File: src/rtl/mips_pkg.sv
`default_nettype none
// ============================================================================
// Module   : mips_pkg
// Purpose  : Shared widths, reset PC and the fetch packet type used by the
//            instruction-fetch stage and its output buffer.
// Ports    : none (package)
// Revision : 1.0 - initial release
// ============================================================================
package mips_pkg;

  localparam int INST_W      = 32;
  localparam int IMEM_ADDR_W = 10;
  localparam int RESET_PC    = 0;

  // One decoded-stage item: word address (zero-extended) and instruction.
  typedef struct packed {
    logic [31:0]       pc;
    logic [INST_W-1:0] inst;
  } fetch_pkt_t;

endpackage : mips_pkg
`default_nettype wire

File: src/rtl/fetch_fifo.sv
`default_nettype none
// ============================================================================
// Module   : fetch_fifo
// Purpose  : Small circular buffer of fetch packets between the memory read
//            stage and decode. Head is presented combinationally.
// Ports    : clk, rst     - clock, asynchronous active-high reset
//            i_push/i_data - write one packet
//            i_pop        - drop the head packet
//            i_clear      - discard all contents (priority over push/pop)
//            o_head       - head packet, all-zero while empty
//            o_count      - number of stored packets
//            o_full/o_empty - occupancy flags
// Revision : 1.0 - initial release
// ============================================================================
module fetch_fifo
  import mips_pkg::*;
#(
  parameter int DEPTH = 2
) (
  input  logic                         clk,
  input  logic                         rst,
  input  logic                         i_push,
  input  logic                         i_pop,
  input  logic                         i_clear,
  input  fetch_pkt_t                   i_data,
  output fetch_pkt_t                   o_head,
  output logic [$clog2(DEPTH+1)-1:0]   o_count,
  output logic                         o_full,
  output logic                         o_empty
);

  localparam int c_CNT_W = $clog2(DEPTH + 1);
  localparam int c_PTR_W = $clog2(DEPTH);

  fetch_pkt_t               r_mem [DEPTH];
  logic [c_PTR_W-1:0]       r_rd_ptr;
  logic [c_PTR_W-1:0]       r_wr_ptr;
  logic [c_CNT_W-1:0]       r_count;

  // Pointers wrap explicitly so non-power-of-two depths also work.
  function automatic logic [c_PTR_W-1:0] ptr_inc(input logic [c_PTR_W-1:0] p);
    return (p == c_PTR_W'(DEPTH - 1)) ? '0 : p + c_PTR_W'(1);
  endfunction

  always_ff @(posedge clk or posedge rst) begin
    if (rst) begin
      r_rd_ptr <= '0;
      r_wr_ptr <= '0;
      r_count  <= '0;
    end else if (i_clear) begin
      r_rd_ptr <= '0;
      r_wr_ptr <= '0;
      r_count  <= '0;
    end else begin
      if (i_push) r_wr_ptr <= ptr_inc(r_wr_ptr);
      if (i_pop)  r_rd_ptr <= ptr_inc(r_rd_ptr);
      case ({i_push, i_pop})
        2'b10:   r_count <= r_count + c_CNT_W'(1);
        2'b01:   r_count <= r_count - c_CNT_W'(1);
        default: r_count <= r_count;
      endcase
    end
  end

  // Storage needs no reset: the head is masked while the buffer is empty.
  always_ff @(posedge clk) begin
    if (i_push && !i_clear) r_mem[r_wr_ptr] <= i_data;
  end

  assign o_empty = (r_count == '0);
  assign o_full  = (r_count == c_CNT_W'(DEPTH));
  assign o_count = r_count;
  assign o_head  = o_empty ? '0 : r_mem[r_rd_ptr];

endmodule : fetch_fifo
`default_nettype wire

File: src/rtl/inst_fetch.sv
`default_nettype none
// ============================================================================
// Module   : inst_fetch
// Purpose  : Instruction fetch stage in front of a synchronous-read
//            instruction memory. Issues word addresses, absorbs the one-cycle
//            read latency and hands {pc, inst} to decode via valid/ready.
//            A redirect squashes everything in flight and restarts fetch.
// Ports    : clk, rst           - clock, asynchronous active-high reset
//            o_imem_addr        - word address to the memory read port
//            i_imem_data        - memory data for last cycle's address
//            i_redirect_valid   - flush and restart at i_redirect_pc
//            i_redirect_pc      - new word address (low ADDR_W bits used)
//            o_out_valid        - o_out_inst/o_out_pc hold an item
//            i_out_ready        - consumer takes the item this cycle
//            o_out_inst/o_out_pc- instruction and its word address
// Revision : 1.0 - initial release
// ============================================================================
module inst_fetch
  import mips_pkg::*;
#(
  parameter int ADDR_W    = mips_pkg::IMEM_ADDR_W,
  parameter int RESET_PC  = mips_pkg::RESET_PC,
  parameter int BUF_DEPTH = 2
) (
  input  logic              clk,
  input  logic              rst,
  output logic [31:0]       o_imem_addr,
  input  logic [INST_W-1:0] i_imem_data,
  input  logic              i_redirect_valid,
  input  logic [31:0]       i_redirect_pc,
  output logic              o_out_valid,
  input  logic              i_out_ready,
  output logic [INST_W-1:0] o_out_inst,
  output logic [31:0]       o_out_pc
);

  localparam int c_CNT_W = $clog2(BUF_DEPTH + 1);
  localparam int c_OCC_W = c_CNT_W + 1;

  logic [ADDR_W-1:0]   r_issue_pc;
  logic [ADDR_W-1:0]   r_s2_pc;
  logic                r_s2_valid;

  logic [c_CNT_W-1:0]  w_count;
  logic                w_fifo_full;
  logic                w_fifo_empty;
  logic                w_pop;
  logic                w_push;
  logic                w_fire;
  logic [c_OCC_W-1:0]  w_demand;
  logic [c_OCC_W-1:0]  w_room;
  fetch_pkt_t          w_push_pkt;
  fetch_pkt_t          w_head;
  logic                w_unused;

  assign w_pop = o_out_valid & i_out_ready;

  // Only issue a read if its data is guaranteed a slot when it returns:
  // stored items + the read in flight + this new one, less this cycle's pop.
  assign w_demand = c_OCC_W'(w_count) + c_OCC_W'(r_s2_valid) + c_OCC_W'(1);
  assign w_room   = c_OCC_W'(BUF_DEPTH) + c_OCC_W'(w_pop);
  assign w_fire   = !i_redirect_valid && (w_demand <= w_room);

  assign w_push          = r_s2_valid & !i_redirect_valid;
  assign w_push_pkt.pc   = 32'(r_s2_pc);
  assign w_push_pkt.inst = i_imem_data;

  always_ff @(posedge clk or posedge rst) begin
    if (rst) begin
      r_issue_pc <= ADDR_W'(RESET_PC);
      r_s2_pc    <= '0;
      r_s2_valid <= 1'b0;
    end else if (i_redirect_valid) begin
      r_issue_pc <= i_redirect_pc[ADDR_W-1:0];
      r_s2_valid <= 1'b0;
    end else if (w_fire) begin
      r_issue_pc <= r_issue_pc + ADDR_W'(1);
      r_s2_pc    <= r_issue_pc;
      r_s2_valid <= 1'b1;
    end else begin
      // Address holds; the memory simply re-reads it and the data is ignored.
      r_s2_valid <= 1'b0;
    end
  end

  fetch_fifo #(
    .DEPTH (BUF_DEPTH)
  ) u_fifo (
    .clk     (clk),
    .rst     (rst),
    .i_push  (w_push),
    .i_pop   (w_pop),
    .i_clear (i_redirect_valid),
    .i_data  (w_push_pkt),
    .o_head  (w_head),
    .o_count (w_count),
    .o_full  (w_fifo_full),
    .o_empty (w_fifo_empty)
  );

  assign o_imem_addr = 32'(r_issue_pc);
  assign o_out_valid = !w_fifo_empty;
  assign o_out_inst  = w_head.inst;
  assign o_out_pc    = w_head.pc;

  // The fire rule guarantees a returning read always has room.
  a_no_push_when_full : assert property (
    @(posedge clk) disable iff (rst) !(w_push && w_fifo_full)
  );

  assign w_unused = ^i_redirect_pc[31:ADDR_W];

endmodule : inst_fetch
`default_nettype wire

File: config.mk
export PLATFORM = sky130hd
export DESIGN_NAME = inst_fetch
export DESIGN_NICKNAME = d
export VERILOG_FILES = /design/src/rtl/mips_pkg.sv /design/src/rtl/fetch_fifo.sv /design/src/rtl/inst_fetch.sv
export SDC_FILE = /design/constraint.sdc
export NUM_CORES = 1
export LEC_CHECK = 0
export CAP_MARGIN = 30
export CORE_ASPECT_RATIO = 0.6
export CORE_MARGIN = 1
export CORE_UTILIZATION = 45
export CTS_CLUSTER_DIAMETER = 80
export CTS_CLUSTER_SIZE = 40
export DETAILED_ROUTE_END_ITERATION = 8
export GPL_TIMING_DRIVEN = 0
export PLACE_DENSITY = 0.8
export SLEW_MARGIN = 20
export SYNTH_ARGS = -nofsm -noshare
export SYNTH_HDL_FRONTEND = slang
export SYNTH_SLANG_ARGS = --single-unit
export TNS_END_PERCENT = 5
File: constraint.sdc
create_clock -name clk -period 4.65 [get_ports clk]
set_clock_uncertainty 0.05 [all_clocks]
set_input_delay 0.465 -clock clk [delete_from_list [all_inputs] [get_ports clk]]
set_output_delay 0.465 -clock clk [all_outputs]
set_load 0.05 [all_outputs]
== After elaboration in Yosys (flattened, before gate mapping) ==
Memory sizes are Yosys's and may differ from the RTL's.
Cells that the tools add are included.

* Magnitude comparators: 1
* Eq/ne operators: 2
* Reductions and logical operators: 10
* Bitwise logic cells: 3
* $add $sub $neg: 8
* Muxes and demuxes: 15

{| class="wikitable"
|+ Operators with widths
! cell !! count
|-
| two-way mux 64 bit || 1
|-
| two-way mux 10 bit || 2
|-
| adder 10 x 1 -> 10 bit (second input constant) || 1
|-
| two-way mux 1 bit || 10
|-
| nonzero test 2 bit || 3
|-
| case mux 2 bit (2 select lines) || 1
|-
| adder 2 x 1 -> 3 bit || 1
|-
| adder 2 x 1 -> 3 bit (first input constant) || 1
|-
| adder 3 x 1 -> 3 bit (second input constant) || 1
|-
| less-or-equal comparator 3 bit || 1
|-
| nonzero test 3 bit || 1
|-
| adder 1 bit (second input constant) || 2
|-
| adder 2 x 1 -> 2 bit (second input constant) || 1
|-
| bitwise AND 1 bit || 2
|-
| == test 2 x 1 -> 1 bit (second input constant) || 1
|-
| == test 2 bit (second input constant) || 1
|-
| logical AND 1 bit || 2
|-
| logical NOT 1 bit || 2
|-
| logical NOT 2 bit || 1
|-
| two-way mux 2 bit || 1
|-
| AND reduction 2 bit || 1
|-
| subtractor 2 x 1 -> 2 bit (second input constant) || 1
|-
| NOT 1 bit || 1
|}

* Memories kept: 1
* Bits in registers: 25
* Input port bits: 68
* Word-level logic and storage cells: 46
* RAM bits: 84

{| class="wikitable"
|+ Memory list
! memory !! words !! width !! read ports !! clocked after memory_dff !! wr ports !! line !! source
|-
| u_fifo.r_mem || 2 || 42 || 1 || 0 || 1 || fetch_fifo.sv:35 || <nowiki>fetch_pkt_t r_mem [DEPTH];</nowiki>
|}

== Depth between registers and ports, before layout ==
Gate-level depths: netlist (run 1).

* Depth in word-level cells: 8
* Depth in mapped cells: 8
* Depth with buffers taken out: 8

== Cells and area by module ==
Synthesis (run 1) repeated with hierarchy kept, for this count alone.

* Cells, all modules: 410
* Area, all modules: 6473.7 um2

{| class="wikitable"
|+ By module, submodules not included
! module !! cells an instance !! area each (um2) !! seq. area each (um2) !! times used
|-
| fetch_fifo || 292 || 5201.2 || 3943.8 || 1
|-
| inst_fetch || 118 || 1272.5 || 525.5 || 1
|}

== Least setup slack after synthesis (run 1) ==
No wires, ideal clock.

* Kind: input to register
* Start: in i_redirect_valid
* End: mem u_fifo.r_mem[1][0] (netlist bit), enable pin
* Stages: 3
* Path buffers: 2
* Setup slack: 90 ps
* Arrival: 4008 ps
* Cell sequence: clkbuf_1 > clkbuf_1 > nor3b_1

* Word-level cells in the longest chain between the ends: 5

{| class="wikitable"
|+ Ends and longest elaborated chain
! item !! line !! source
|-
| start: declaration || inst_fetch.sv:29 || <nowiki>input logic i_redirect_valid,</nowiki>
|-
| logical NOT 1 bit * || fetch_fifo.sv:67, inst_fetch.sv:64 ||
|-
| bitwise AND 1 bit || inst_fetch.sv:64 || <nowiki>assign w_push = r_s2_valid & !i_redirect_valid;</nowiki>
|-
| logical AND 1 bit * || fetch_fifo.sv:67 || <nowiki>if (i_push && !i_clear) r_mem[r_wr_ptr] <= i_data;</nowiki>
|-
| two-way mux 1 bit * || fetch_fifo.sv:67 ||
|-
| two-way mux 1 bit (not written as such) * || fetch_fifo.sv:67 ||
|-
| end: declaration || fetch_fifo.sv:35 ||
|}

Mark *: on every way between the ends. The rest lies on a longest branch, timed or not.

== Worst setup path in the final report (run 1) ==
* Start: reg u_fifo.r_count[1], in the netlist u_fifo.o_count[1]
* End: out o_out_pc[1]

* Word-level cells in the longest chain between the ends: 2

{| class="wikitable"
|+ Ends and longest elaborated chain
! item !! line !! source
|-
| start: declaration || fetch_fifo.sv:38 || <nowiki>logic [c_CNT_W-1:0] r_count;</nowiki>
|-
| start signal: assignment || fetch_fifo.sv:58 || <nowiki>2'b10: r_count <= r_count + c_CNT_W'(1);</nowiki>
|-
| start signal: assignment || fetch_fifo.sv:59 || <nowiki>2'b01: r_count <= r_count - c_CNT_W'(1);</nowiki>
|-
| start signal: assignment || fetch_fifo.sv:60 || <nowiki>default: r_count <= r_count;</nowiki>
|-
| logical NOT 2 bit || fetch_fifo.sv:70 || <nowiki>assign o_empty = (r_count == '0);</nowiki>
|-
| two-way mux 64 bit || fetch_fifo.sv:73 || <nowiki>assign o_head = o_empty ? '0 : r_mem[r_rd_ptr];</nowiki>
|-
| end: declaration || inst_fetch.sv:34 || <nowiki>output logic [31:0] o_out_pc</nowiki>
|}

Every way passes these cells.

==> key figures, run 1 <==
Status
  • Status: complete, no violations

STA
  • Period utilization: 0.6383
  • Max-slew headroom: 0.4176
  • Minimum clock period: 2.968 ns
  • Hold WS: 0.3193 ns
  • Slew Limit Fails: 0
  • Highest Clock Rate: 0.3369 GHz
  • Worst slew pin tran: 0.8688 ns
  • Final Setup Violations: 0
  • Final hold viol count: 0
  • Unrepaired setup endpoints after global routing: false

Synthesis
  • Cells after Synth: 336
  • Synthesized area: 4776 µm²
  • YS warnings: 0
  • Main area contributors after synthesis: edfxtp_1 (53%), dfrtp_1 (13%), mux2i_1 (9.2%)
  • Top cell type's share of synthesized area: 0.5282
  • Yosys top cell by area: edfxtp_1
  • Yosys reg bits: 109
  • Syn Area/Cell: 14.21 µm²
  • Register area share after synthesis: 0.6592
  • Post-synth cell types: 31

Placement
  • Post-DP Area: 6155 µm²
  • HPWL Detailed: 6799 µm
  • PortBufs: 97
  • Routability cong.: 0.7747

Clock network
  • CTS tree: yes
  • Worst skew pair latency: 0.34 ns
  • CTS root buf: clkbuf_16
  • Hold_buf cts: 0
  • CTS Buf Count: 9
  • CTS H-Tree Depth: 3
  • Cts repair resizes: 0
  • Max Buffers Root-to-Sink: 2
  • CTS Sinks: 109
  • Worst-path clk slew: 0.07 ns
  • Setup Buffers After CTS: 0

Power
  • Worst VDD drop: 439.3 µV
  • Switching share of power: 0.3872
  • Leak: 2.481 nW
  • Pint: 0.002289 W
  • Tot Pwr: 0.003735 W
  • Switching power: 0.001446 W
  • Clock power share: 0.202
  • Power share of the sequential group: 0.377
  • Cell Pwr Density: 577.0 nW/µm²
  • Combinational share of power: 0.421

Routing
  • Drt wl/cell: 14.47 µm
  • DR pass1 iterations: 4
  • Via count: 2,894
  • Detailed-route vias per instance: 4.550
  • WL final: 9200 µm
  • Antenna Nets Post-Route: 0
  • # DRC: 0
  • DRT iter0 DRCs: 148

Cells and area
  • Area Overhead vs Synth: 35.55%
  • N_diodes: 0
  • Filler Cell Count: 747
  • Layout cell share with drive strength beyond 1: 0.1856
  • Util after Layout: 0.6416
  • Layout net count: 568
  • Final Instance Area: 6474 µm²

Floorplan
  • Core Rows: 28
  • Ports: 165
  • Die width: 135.0 µm
  • Full die area: 11,040 µm²
  • Die Height: 81.80 µm
  • Initial core utilization: 0.4733
  • Core area: 10,090 µm²

Critical path
  • Data required, critical path: 4.14 ns
  • Crit path capture type: output pin
  • RR Endpoint: r_s2_pc[1]
  • Cell count of the worst reg-to-reg path: 8
  • Worst r2r src: u_fifo.o_count[1]
  • Worst Path Arrival: 2.45 ns
  • Crit Path Max Fanout: 10
  • R2R setup slack: 1.91 ns
  • CP startpoint kind: register
  • Setup Crit Path Kind: register to output pin

GRT
  • Vias in the first global route: 2,852
  • Total Routing Usage GR: 0.1754
  • Initial antenna violation count: 0
  • Largest net degree at the start of global routing: 26
  • Grt ovf: 0
  • Global-route wire length before repair: 14,360 µm

Job
  • Max-cap violations: 0

Min path
  • HP Class: input pin to asynchronous set/reset pin
synth_stat cells (all sizes together):
cell type / count
xor2: 1
nand2: 13
nand3b: 1
nand2b: 1
mux2: 11
and2: 1
nand4: 1
nor4: 4
nor2: 49
o21ai: 9
buf: 50
nor2b: 3
conb: 1
a21oi: 1
nor3b: 2
nor4b: 1
nand3: 2
inv: 5
ha: 4
mux2i: 44
clkbuf: 7
dfrtp: 25
nor3: 5
edfxtp: 84
xnor2: 11
worst max path at each step:
stage	start	depth (start not counted)	to
floorplan	i_redirect_valid	3	u_fifo.r_mem[1][0]
global placement	i_redirect_valid	3	u_fifo.r_mem[1][14]
detailed placement	u_fifo.o_count[1]	8	r_s2_pc[1]
CTS	u_fifo.o_count[1]	4	o_out_pc[1]
global route	u_fifo.o_count[1]	4	o_out_pc[1]
finish	u_fifo.o_count[1]	4	o_out_pc[1]
routing by layer:
metal / part of all wire / track usage
met3: 0.052 / 0.04877
met2: 0.50 / 0.2990
met4: 0.0030 / 0.03933
met1: 0.44 / 0.2259
met5: 0 / 0
layout by cell type (no fill, tap or decap), types with 2 or more instances in the layout:
cell             netlist  layout
clkdlybuf4s50_1        0      97
inv_1                  5       5
nor3_1                 4       3
buf_4                 44      50
nand3_1                2       2
nor2b_1                3       3
mux2i_1               44      44
o21ai_1                3       3
nand2_1               13      13
buf_2                  5       5
nor4_2                 4       4
edfxtp_1              84      84
o21ai_0                6       6
nor2_1                49      49
clkbuf_1               7       8
ha_1                   4       4
clkbuf_16              0      10
buf_6                  1       3
xnor2_1               11      11
dfrtp_1               25      25
mux2_2                 2       2
conb_1                 1      44
mux2_4                 9       9
power by group through the flow:
stage	clock network [W]	registers [W]	logic [W]
CTS	0.000770	0.00141	0.00159
finish	0.000755	0.00141	0.00157
global placement	0	0.00144	0.00152
detailed placement	0	0.00143	0.00158
floorplan	0	0.00147	0.00107
global route	0.000807	0.00143	0.00167
worst max-delay path, cell delays in order, from the launching register on:
cell	delay, ns
dfrtp_1	0.44
nor2_1	0.39
clkbuf_1	0.44
nor2_1	0.12
clkdlybuf4s50_1	0.72
final cells by class:
cell class / count / area, µm² / share of cell area
Buffer: 57 / 392.9 / 0.06069
Clock buffer: 12 / 267.8 / 0.04136
Clock inverter: 4 / 36.28 / 0.005605
Inverter: 5 / 18.77 / 0.002899
Multi-Input combinational cell: 208 / 1388 / 0.2143
Sequential cell: 109 / 3148 / 0.4863
Tap cell: 135 / 168.9 / 0.02609
Timing Repair Buffer: 106 / 1054 / 0.1627
sequential cells by signal, indices dropped and copies added, names as in the netlist:
name / flops
u_fifo.r_mem: 84
r_s2_pc: 10
u_fifo.r_rd_ptr: 1
u_fifo.r_wr_ptr: 1
r_s2_valid: 1
u_fifo.o_count: 2
r_issue_pc: 10
through the flow:
stage	worst slack (ns)	setup TNS [ns]	cells
after floorplan	0.09007	0	379
after global placement	-1.876	-140.47	611
after detailed placement	1.903	0	619
after CTS	1.608	0	635
after global routing	1.466	0	636
final	1.682	0	636
cell families after synthesis:
| group | synth area share |
|---|---|
| mux | 0.1252 |
| simple gates | 0.08568 |
| other cells | 0.0007852 |
| xor+xnor | 0.02201 |
| fa+ha+maj | 0.01048 |
| buf+inv | 0.08619 |
| flops | 0.6592 |
| compound gates | 0.01048 |
No activity file was read; power rests on OpenSTA's default activity.
==> inputs of run 2 (changes only) <==
--- a/config.mk
+++ b/config.mk
@@ -8,12 +8,12 @@
 export CAP_MARGIN = 30
 export CORE_ASPECT_RATIO = 0.6
 export CORE_MARGIN = 1
-export CORE_UTILIZATION = 45
+export CORE_UTILIZATION = 41
 export CTS_CLUSTER_DIAMETER = 80
 export CTS_CLUSTER_SIZE = 40
 export DETAILED_ROUTE_END_ITERATION = 8
 export GPL_TIMING_DRIVEN = 0
-export PLACE_DENSITY = 0.8
+export PLACE_DENSITY = 0.76
 export SLEW_MARGIN = 20
 export SYNTH_ARGS = -nofsm -noshare
 export SYNTH_HDL_FRONTEND = slang
==> constraint.sdc (replaced) <==
create_clock -name clk -period 2.5 [get_ports clk]
set_clock_uncertainty 0.05 [all_clocks]
set_input_delay 0.25 -clock clk [delete_from_list [all_inputs] [get_ports clk]]
set_output_delay 0.25 -clock clk [all_outputs]
set_load 0.05 [all_outputs]
==> run 2 against run 1 <==
  * Total power grew 87%
  * Largest power group unchanged
  * First-iteration DRC count shrank 24%
  * Final cell count grew 4.4%
  * Register-to-register slack lost 1.8 ns
  * Die area grew 9.6%
  * Sequential power grew 85%
  * Non-clock buffer count grew 3
==> key figures, run 2 (synthesis results as in run 1) <==
Status
  • Status: complete, no violations

Clock network
  • CTS H-Tree Depth: 3
  • Hold_buf cts: 0
  • CTS root buf: clkbuf_16
  • Worst skew pair latency: 0.33 ns
  • CTS Sinks: 109
  • CTS tree: yes
  • Max Buffers Root-to-Sink: 2
  • CTS Buf Count: 9
  • Worst-path clk slew: 0.07 ns

Critical path
  • R2R setup slack: 0.12 ns
  • Worst Path Arrival: 2.53 ns
  • Worst r2r src: u_fifo.o_count[1]
  • Crit path capture type: register
  • Crit Path Max Fanout: 7
  • CP startpoint kind: register
  • Data required, critical path: 2.65 ns
  • Setup Crit Path Kind: register to register
  • Cell count of the worst reg-to-reg path: 10
  • RR Endpoint: r_issue_pc[9]

Floorplan
  • Initial core utilization: 0.4213
  • Core Rows: 30
  • Die width: 141.3 µm
  • Core area: 11,340 µm²
  • Ports: 165
  • Full die area: 12,100 µm²
  • Die Height: 85.60 µm

STA
  • Highest Clock Rate: 0.4208 GHz
  • Final Setup Violations: 0
  • Period utilization: 0.9506
  • Setup TNS: 0 ns
  • Worst slew pin tran: 0.7498 ns
  • Final hold viol count: 0
  • Minimum clock period: 2.377 ns
  • Slew Limit Fails: 0
  • Max-slew headroom: 0.4985

Routing
  • Detailed-route vias per instance: 4.372
  • Met3 WL: 611 µm
  • Highest metal used: met4
  • Antenna Nets Post-Route: 0
  • Drt wl/cell: 14.05 µm
  • DR pass1 iterations: 6
  • # DRC: 0
  • Met1 Wirelength: 4281 µm
  • DRT iter0 DRCs: 112
  • Met2 WL post-DR: 4401 µm
  • WL final: 9332 µm
  • Via count: 2,903

Placement
  • PortBufs: 97
  • Post-DP Area: 6206 µm²
  • Routability cong.: 0.7880
  • HPWL Detailed: 6957 µm
  • Placed instance count: 642

GRT
  • Vias in the first global route: 2,781
  • Total Routing Usage GR: 0.1581
  • Largest net degree at the start of global routing: 19
  • Initial antenna violation count: 0
  • Grt ovf: 0
  • Global-route wire length before repair: 14,430 µm

Power
  • Leak: 2.683 nW
  • Cell Pwr Density: 1069 nW/µm²
  • Worst VDD drop: 602.1 µV
  • Tot Pwr: 0.006975 W

Cells and area
  • N_diodes: 0
  • Largest Register: u_fifo.r_mem
  • Largest registers: u_fifo.r_mem (84), r_issue_pc (10), r_s2_pc (10)
  • Final Non-Filler Cells: 664
  • Layout net count: 571
  • Commonest non-fill, non-tap cell in the layout: edfxtp_1
  • Final Instance Area: 6526 µm²
  • Flip-flop count of the largest register after layout: 84
  • Commonest cells after routing, fill and taps aside: edfxtp_1 (84), clkdlybuf4s50_1 (58), buf_4 (50)
  • Layout cell share with drive strength beyond 1: 0.2044
  • Area Overhead vs Synth: 36.65%

Min path
  • HP Class: input pin to asynchronous set/reset pin

Job
  • Max-cap violations: 0
-- run 2: changes by cell type in the layout (fill, tap and decap cells not counted), sizes merged --
cell	previous run	this run
buf	59	62
bufinv	0	1
clkbuf	19	18
clkdlybuf4s50	97	58
clkinv	1	2
clkinvlp	1	0
dlygate4sd2	0	39
-- run 2: area by class of cell --
class,instances,area (µm²)
multi-input combinational,208,1416
tap,160,200.2
clock buffer,11,242.7
fill,948,4810
sequential,109,3149
buffer,57,397.9
inverter,5,18.77
clock inverter,5,58.81
timing repair buffer,109,1042
-- run 2: per-stage QoR --
step | setup slack [ns] | hold slack (ns) | utilization
CTS | 0.05205 | 0.2638 | 0.5735
global route | -0.01335 | 0.3230 | 0.5757
floorplan | -0.3353 | 0.2273 | -
global placement | -1.446 | 0.4007 | 0.5403
finish | 0.1235 | 0.2566 | 0.5757
detailed placement | -0.2823 | 0.4134 | 0.5475
-- run 2: routing by layer --
layer	track usage	up-vias
li1	-	1419
met1	0.2163	1385
met2	0.2507	93
met3	0.04913	6
met4	0.02964	0
met5	0	-
-- run 2: critical path: stages (launching register included) --
cell     delay, ns
dfrtp_2       0.45
nor2_4        0.22
inv_1         0.11
and2_1        0.20
ha_1          0.32
nor3b_4       0.05
buf_4         0.16
buf_4         0.14
nor4_4        0.32
xnor2_1       0.15
o21ai_1       0.07
-- run 2: repair_timing --
item | 4_1_cts | 5_1_grt
resized for setup | 45 | 3
setup buffers | 4 | 2
setup endpoints to repair | 61 | 1
endpoints found under the hold margin | 0 | 0
pin swaps | 1 | 1
-- run 2: worst max-delay path by stage --
| stage | from | end | cells after the start | slack, ns |
|---|---|---|---|---|
| after floorplan | i_redirect_valid | u_fifo.r_mem[0][0] | 3 | -0.34 |
| after global placement | i_redirect_valid | u_fifo.r_mem[0][14] | 3 | -1.45 |
| after detailed placement | u_fifo.o_count[1] | r_s2_pc[5] | 8 | -0.28 |
| after CTS | u_fifo.o_count[1] | r_issue_pc[9] | 10 | 0.05 |
| after global routing | u_fifo.o_count[1] | r_issue_pc[9] | 10 | -0.01 |
| final | u_fifo.o_count[1] | r_issue_pc[9] | 10 | 0.12 |
-- run 2: where the power goes --
group          switching [W]  total [W]  internal (W)
Sequential          0.000215    0.00261       0.00240
Combinational        0.00189    0.00295       0.00105
Clock               0.000606    0.00141      0.000809
Total                0.00272    0.00698       0.00426
